**src/rtl/uart_pkg.sv**
```systemverilog
// Shared constants for the UART command responder: frame opcodes, response
// bytes and the responder state encoding.
package uart_pkg;

  localparam logic [7:0] OP_WRITE = 8'h57;
  localparam logic [7:0] OP_READ  = 8'h52;
  localparam logic [7:0] RSP_OK   = 8'h4B;
  localparam logic [7:0] RSP_ERR  = 8'h45;

  localparam logic [2:0] ST_IDLE      = 3'd0;
  localparam logic [2:0] ST_GET_ADDR  = 3'd1;
  localparam logic [2:0] ST_GET_DATA  = 3'd2;
  localparam logic [2:0] ST_REG_REQ   = 3'd3;
  localparam logic [2:0] ST_REG_WAIT  = 3'd4;
  localparam logic [2:0] ST_SEND      = 3'd5;
  localparam logic [2:0] ST_SEND_WAIT = 3'd6;

  typedef enum logic [2:0] {
    S_IDLE      = ST_IDLE,
    S_GET_ADDR  = ST_GET_ADDR,
    S_GET_DATA  = ST_GET_DATA,
    S_REG_REQ   = ST_REG_REQ,
    S_REG_WAIT  = ST_REG_WAIT,
    S_SEND      = ST_SEND,
    S_SEND_WAIT = ST_SEND_WAIT
  } state_t;

  function automatic logic is_opcode(input logic [7:0] b);
    return (b == OP_WRITE) || (b == OP_READ);
  endfunction

endpackage

```
**src/rtl/uart_cmd_responder.sv**
```systemverilog
// Host command responder: parses 'W'/'R' frames from the UART byte stream,
// performs one register access per frame and returns one response byte.
module uart_cmd_responder
  import uart_pkg::*;
#(
  parameter int CLK_FREQ     = 50_000_000,
  parameter int BAUD_RATE    = 115200,
  parameter int TIMEOUT_BITS = 40,
  parameter int ACK_TIMEOUT  = 255
) (
  input  logic       clk,
  input  logic       rst,
  input  logic       rx_done,
  input  logic [7:0] rx_data,
  input  logic       tx_busy,
  output logic       tx_start,
  output logic [7:0] tx_data,
  output logic       reg_req,
  output logic       reg_we,
  output logic [7:0] reg_addr,
  output logic [7:0] reg_wdata,
  input  logic       reg_ack,
  input  logic [7:0] reg_rdata,
  output logic       busy,
  output logic       err_opcode,
  output logic       err_timeout,
  output logic       rx_overrun
);

  localparam int TIMEOUT_CLKS = (CLK_FREQ / BAUD_RATE) * TIMEOUT_BITS;
  localparam int TO_W         = $clog2(TIMEOUT_CLKS + 1);
  localparam int ACK_W        = $clog2(ACK_TIMEOUT + 1);
  localparam logic [TO_W-1:0]  TO_LAST  = TO_W'(TIMEOUT_CLKS - 1);
  localparam logic [ACK_W-1:0] ACK_LAST = ACK_W'(ACK_TIMEOUT - 1);

  state_t            r_state;
  logic [TO_W-1:0]   r_to_cnt;
  logic [ACK_W-1:0]  r_ack_cnt;
  logic [7:0]        r_tx_data;
  logic [7:0]        r_addr;
  logic [7:0]        r_wdata;
  logic              r_is_write;
  logic              r_seen_busy;
  logic              r_err_opcode;
  logic              r_err_timeout;

  state_t            w_state_next;
  logic [TO_W-1:0]   w_to_cnt_next;
  logic [ACK_W-1:0]  w_ack_cnt_next;
  logic [7:0]        w_tx_data_next;
  logic [7:0]        w_addr_next;
  logic [7:0]        w_wdata_next;
  logic              w_is_write_next;
  logic              w_seen_busy_next;
  logic              w_err_opcode_next;
  logic              w_err_timeout_next;
  logic              w_reg_req;
  logic              w_tx_start;
  logic              w_in_frame;
  logic              w_in_access;
  logic              w_in_send;
  logic              w_to_expired;
  logic [7:0]        w_ack_rsp;

  assign w_in_frame  = (r_state == S_GET_ADDR) || (r_state == S_GET_DATA);
  assign w_in_access = (r_state == S_REG_REQ) || (r_state == S_REG_WAIT);
  assign w_in_send   = (r_state == S_SEND) || (r_state == S_SEND_WAIT);

  // A byte arriving in the expiry cycle wins: the counter only expires when idle on the line.
  assign w_to_expired   = w_in_frame && !rx_done && (r_to_cnt == TO_LAST);
  assign w_to_cnt_next  = (w_in_frame && !rx_done) ? r_to_cnt + 1'b1 : '0;
  assign w_ack_cnt_next = w_in_access ? r_ack_cnt + 1'b1 : '0;
  assign w_ack_rsp      = r_is_write ? RSP_OK : reg_rdata;

  always_comb begin
    w_state_next       = r_state;
    w_tx_data_next     = r_tx_data;
    w_addr_next        = r_addr;
    w_wdata_next       = r_wdata;
    w_is_write_next    = r_is_write;
    w_seen_busy_next   = r_seen_busy;
    w_err_opcode_next  = 1'b0;
    w_err_timeout_next = 1'b0;
    w_reg_req          = 1'b0;
    w_tx_start         = 1'b0;

    case (r_state)
      S_IDLE: begin
        if (rx_done) begin
          if (is_opcode(rx_data)) begin
            w_is_write_next = (rx_data == OP_WRITE);
            w_state_next    = S_GET_ADDR;
          end else begin
            w_tx_data_next    = RSP_ERR;
            w_err_opcode_next = 1'b1;
            w_state_next      = S_SEND;
          end
        end
      end
      S_GET_ADDR: begin
        if (rx_done) begin
          w_addr_next  = rx_data;
          w_state_next = r_is_write ? S_GET_DATA : S_REG_REQ;
        end else if (w_to_expired) begin
          w_err_timeout_next = 1'b1;
          w_state_next       = S_IDLE;
        end
      end
      S_GET_DATA: begin
        if (rx_done) begin
          w_wdata_next = rx_data;
          w_state_next = S_REG_REQ;
        end else if (w_to_expired) begin
          w_err_timeout_next = 1'b1;
          w_state_next       = S_IDLE;
        end
      end
      S_REG_REQ: begin
        w_reg_req = 1'b1;
        if (reg_ack) begin
          w_tx_data_next = w_ack_rsp;
          w_state_next   = S_SEND;
        end else begin
          w_state_next = S_REG_WAIT;
        end
      end
      S_REG_WAIT: begin
        if (reg_ack) begin
          w_tx_data_next = w_ack_rsp;
          w_state_next   = S_SEND;
        end else if (r_ack_cnt == ACK_LAST) begin
          w_tx_data_next     = RSP_ERR;
          w_err_timeout_next = 1'b1;
          w_state_next       = S_SEND;
        end
      end
      S_SEND: begin
        if (!tx_busy) begin
          w_tx_start       = 1'b1;
          w_seen_busy_next = 1'b0;
          w_state_next     = S_SEND_WAIT;
        end
      end
      S_SEND_WAIT: begin
        // Wait for the transmitter to take the byte and finish before re-arming.
        if (tx_busy) begin
          w_seen_busy_next = 1'b1;
        end else if (r_seen_busy) begin
          w_state_next = S_IDLE;
        end
      end
      default: w_state_next = S_IDLE;
    endcase
  end

  always_ff @(posedge clk or posedge rst) begin
    if (rst) begin
      r_state       <= S_IDLE;
      r_to_cnt      <= '0;
      r_ack_cnt     <= '0;
      r_tx_data     <= 8'h00;
      r_addr        <= 8'h00;
      r_wdata       <= 8'h00;
      r_is_write    <= 1'b0;
      r_seen_busy   <= 1'b0;
      r_err_opcode  <= 1'b0;
      r_err_timeout <= 1'b0;
    end else begin
      r_state       <= w_state_next;
      r_to_cnt      <= w_to_cnt_next;
      r_ack_cnt     <= w_ack_cnt_next;
      r_tx_data     <= w_tx_data_next;
      r_addr        <= w_addr_next;
      r_wdata       <= w_wdata_next;
      r_is_write    <= w_is_write_next;
      r_seen_busy   <= w_seen_busy_next;
      r_err_opcode  <= w_err_opcode_next;
      r_err_timeout <= w_err_timeout_next;
    end
  end

  assign tx_start    = w_tx_start;
  assign tx_data     = r_tx_data;
  assign reg_req     = w_reg_req;
  assign reg_we      = r_is_write;
  assign reg_addr    = r_addr;
  assign reg_wdata   = r_wdata;
  assign busy        = (r_state != S_IDLE);
  assign err_opcode  = r_err_opcode;
  assign err_timeout = r_err_timeout;
  assign rx_overrun  = rx_done && (w_in_access || w_in_send);

endmodule

```
**config.mk**
```make
export PLATFORM = sky130hd
export DESIGN_NAME = uart_cmd_responder
export DESIGN_NICKNAME = d
export VERILOG_FILES = /design/src/rtl/uart_pkg.sv /design/src/rtl/uart_cmd_responder.sv
export SDC_FILE = /design/constraint.sdc
export NUM_CORES = 1
export LEC_CHECK = 0
export ABC_AREA = 1
export CORE_UTILIZATION = 50
export DETAILED_ROUTE_END_ITERATION = 10
export PLACE_DENSITY = 0.86
export SYNTH_ARGS = -nofsm -noshare
export SYNTH_HDL_FRONTEND = slang
export SYNTH_SLANG_ARGS = --single-unit
```
**constraint.sdc**
```tcl
create_clock -name clk -period 2.4 [get_ports clk]
set_input_delay 0.48 -clock clk [delete_from_list [all_inputs] [get_ports clk]]
set_output_delay 0.48 -clock clk [all_outputs]
set_load 0.05 [all_outputs]
```
==> results.py <==
metrics = {
    "outcome": {
        "status": "completed",
    },
    "cts": {
        "insertion_delay_ps": 310,
        "clock_path_buffers": 2,
        "cts_hold_buf": 0,
        "htreeDepth": 2,
        "cts-buffers-inserted": 5,
        "clkTransAtPathRegs_ps": 90,
        "clock_sinks": 54,
        "cts_tree": "done",
        "post_cts_buffers": 0,
        "root_buffer": "clkbuf_8",
    },
    "sta": {
        "hold_violations": 0,
        "fin_hold_ws_ps": 474,
        "fmax_ghz": 0.440,
        "min_period_ps": 2280,
        "max-slew-margin-rel": 0.640,
        "setup-violations-final": 0,
        "tns_ps": 0,
        "fin_skew_ps": 7.79,
        "slew_viol_final": 0,
        "fin_crit_sh": 0.948,
        "worst_slew_pin_slew_ps": 538,
        "layout_setup_ws_ps": 125,
    },
    "setup_path": {
        "path_cells": "nor2_4 > nand2_1 > nand2_2 > inv_1 > a31oi_2 > buf_12",
        "r2r_cells": 10,
        "cp_slowest_stage_delay_ps": 500,
        "crit_path_top_delay_cell": "dfrtp_1",
        "cp_data_required_time_ps": 1920,
        "critPathMaxFanout": 8,
        "critPathBufInv": 2,
        "worstSetupStartpointType": "register",
        "arrival_ps": 1800,
        "worstSetupEndpointType": "output pin",
        "r2r_start": "r_state[1]",
        "regToRegSetupSlack_ps": 790,
        "critPathKind": "reg -> out",
        "critPathTopFamily": "flip-flops",
        "r2r-end": "r_state[1]",
    },
    "finish": {
        "multi_input_area_um2": 1130,
        "layout.nets": 420,
        "antenna_cells": 0,
        "regArea_um2": 1350,
        "syn_to_final_growth_pct": 27.0,
        "final_area_um2": 3420,
        "fill_cells": 427,
        "layout-drive-gt1-share": 0.0932,
    },
    "place": {
        "dp_hpwl_mm": 4.29,
        "place.port_buffers": 51,
        "place_congestion": 0.905,
        "dpl_cell_area_um2": 3300,
        "pre_cts_ws_ps": 320,
    },
    "synthesis": {
        "synth_top_area_cell": "dfrtp_1",
        "ys_seq_area_frac": 0.501,
        "ys_ff_latch": 54,
        "synth_fp_nets": 365,
        "synth.area.top_cells": "dfrtp_1, nand2_1, inv_1",
        "yosysUniqueCellTypes": 28,
        "synth_top_area_frac": 0.501,
        "ys_warn_count": 0,
        "syn_avg_cell_area_um2": 7.91,
        "netlist_instances": 341,
        "netlist_area_um2": 2700,
    },
    "floorplanning": {
        "row_count": 26,
        "start_util": 0.525,
        "pin_count": 52,
        "dieArea_um2": 5690,
        "die_w_um": 75.4,
        "core_um2": 5140,
        "fp.dieH_um": 75.4,
    },
    "run": {
        "maxCapViolations": 0,
    },
    "drt": {
        "ant_nets": 0,
        "drt-initial-drc-count": 76,
        "drcViolationCount": 0,
        "wirelength_mm": 5.75,
        "viasPerCell": 4.99,
        "routed-via-count": 2329,
        "first_pass_iters": 4,
        "wire_per_inst_um": 12.3,
    },
    "power_and_ir_drop": {
        "swShare": 0.479,
        "p_clk_frac": 0.138,
        "vdd_ir_drop_max_v": 0.000887,
        "power_frac_seq": 0.319,
        "p_per_area_nw_per_um2": 1230,
        "p_sw_uw": 2020,
        "p_comb_frac": 0.543,
        "power.internal_uw": 2190,
        "p_leak_uw": 0.00162,
    },
    "global_route": {
        "grt_max_degree": 32,
        "overflow": 0,
        "grt_use_total": 0.206,
        "antenna_found_initial": 0,
        "grt_pass1_vias": 2024,
        "grt_pass1_wl_mm": 8.83,
    },
    "hold_path": {
        "hp-class": "reg -> reg",
        "min_to": "r_to_cnt[0]",
        "holdPathStages": 1,
        "worstHoldStart": "r_to_cnt[0]",
    },
}
[state kept, by name, indices dropped and copies added, names as in the netlist]
| register | cells |
|---|---|
| reg_we | 1 |
| r_state | 3 |
| reg_wdata | 8 |
| r_seen_busy | 1 |
| r_ack_cnt | 8 |
| reg_addr | 8 |
| tx_data | 8 |
| err_timeout | 1 |
| r_to_cnt | 15 |
| err_opcode | 1 |
[layer usage]
metal / wire length [um] / track usage
met1: 2550 / 0.272
met2: 2900 / 0.340
met3: 237 / 0.0476
met4: 66 / 0.0617
met5: 0 / 0
[stage by stage]
| stage | power, uW | util | std cells |
|---|---|---|---|
| finish | 4220 | 0.666 | 467 |
| CTS | 4210 | 0.664 | 467 |
| detailed placement | 3630 | 0.643 | 459 |
| floorplan | 2940 | - | 341 |
| global route | 4460 | 0.666 | 467 |
| global placement | 3570 | 0.643 | 459 |
[placed cells by master (no fill, tap or decap)]
cell / count
nor3_1: 9
o21ai_1: 1
clkdlybuf4s50_1: 47
o21a_1: 1
a31oi_2: 1
nor2_2: 3
xnor2_1: 1
nor2_4: 2
ha_1: 3
o21bai_4: 1
dfrtp_1: 54
buf_4: 3
a31oi_1: 2
nand3_2: 3
nor2_8: 1
o21ai_0: 28
nand3_1: 23
inv_2: 6
nand2_2: 4
dlygate4sd2_1: 1
buf_12: 3
clkbuf_8: 8
inv_1: 44
xor2_1: 2
nand2_1: 90
a21oi_1: 12
nand4_1: 3
nand2_4: 2
nor2_1: 38
nand3b_1: 1
[worst max-delay path by stage]
| stage | start | to | slack (ps) | cells after the start |
|---|---|---|---|---|
| 2_1_floorplan | r_state[1] | rx_overrun | 200 | 6 |
| 3_3_place_gp | rx_done | rx_overrun | 320 | 4 |
| 3_5_place_dp | rx_done | rx_overrun | 320 | 4 |
| 4_1_cts | r_state[1] | rx_overrun | 50 | 6 |
| 5_1_grt | r_state[1] | rx_overrun | -5 | 6 |
| 6_report | r_state[1] | rx_overrun | 120 | 6 |
[worst reg2reg max path: cells and delay by family, from the launching register on]
family | cells | cell delay (ps)
buf+inv | 2 | 300
flops | 1 | 500
simple gates | 8 | 700
[power by group through the flow]
stage          combinational, uW  clock (uW)  sequential, uW
2_1_floorplan                958           0            1980
3_3_place_gp                2230           0            1340
3_5_place_dp                2280           0            1340
4_1_cts                     2290         590            1330
5_1_grt                     2470         621            1370
6_report                    2290         584            1340
[cells in the mapped netlist, drive strengths merged]
cell type,instances
o21bai,1
xnor2,1
inv,50
nand3b,1
nor3,9
ha,3
buf,4
clkbuf,2
nand2,96
a21oi,12
nand3,26
nor2,44
dfrtp,54
nand4,3
o21a,1
o21ai,29
a31oi,3
xor2,2
[area by class of cell]
cell class | count | area share
Clock buffer | 8 | 0.0322
Inverter | 50 | 0.0548
Multi-Input combinational cell | 231 | 0.329
Sequential cell | 54 | 0.395
Tap cell | 70 | 0.0256
Timing Repair Buffer | 54 | 0.164
[what timing repair did]
item                                    4_1_cts  5_1_grt
endpoints found under the setup margin        1        1
resized for setup                             1        2
gates cloned                                  0        0
[logic make-up (layout without fill, tap and decap cells)]
group | count (synthesis) | count (layout) | share of synthesized area
and+or+nand+nor | 179 | 179 | 0.297
buffers and inverters | 56 | 112 | 0.0854
DFF | 54 | 54 | 0.501
AOI/OAI and AO/OA | 46 | 46 | 0.0928
adders and majority gates | 3 | 3 | 0.0139
xor gates and xnor gates | 3 | 3 | 0.00975
(Power assumes the default switching activity.)
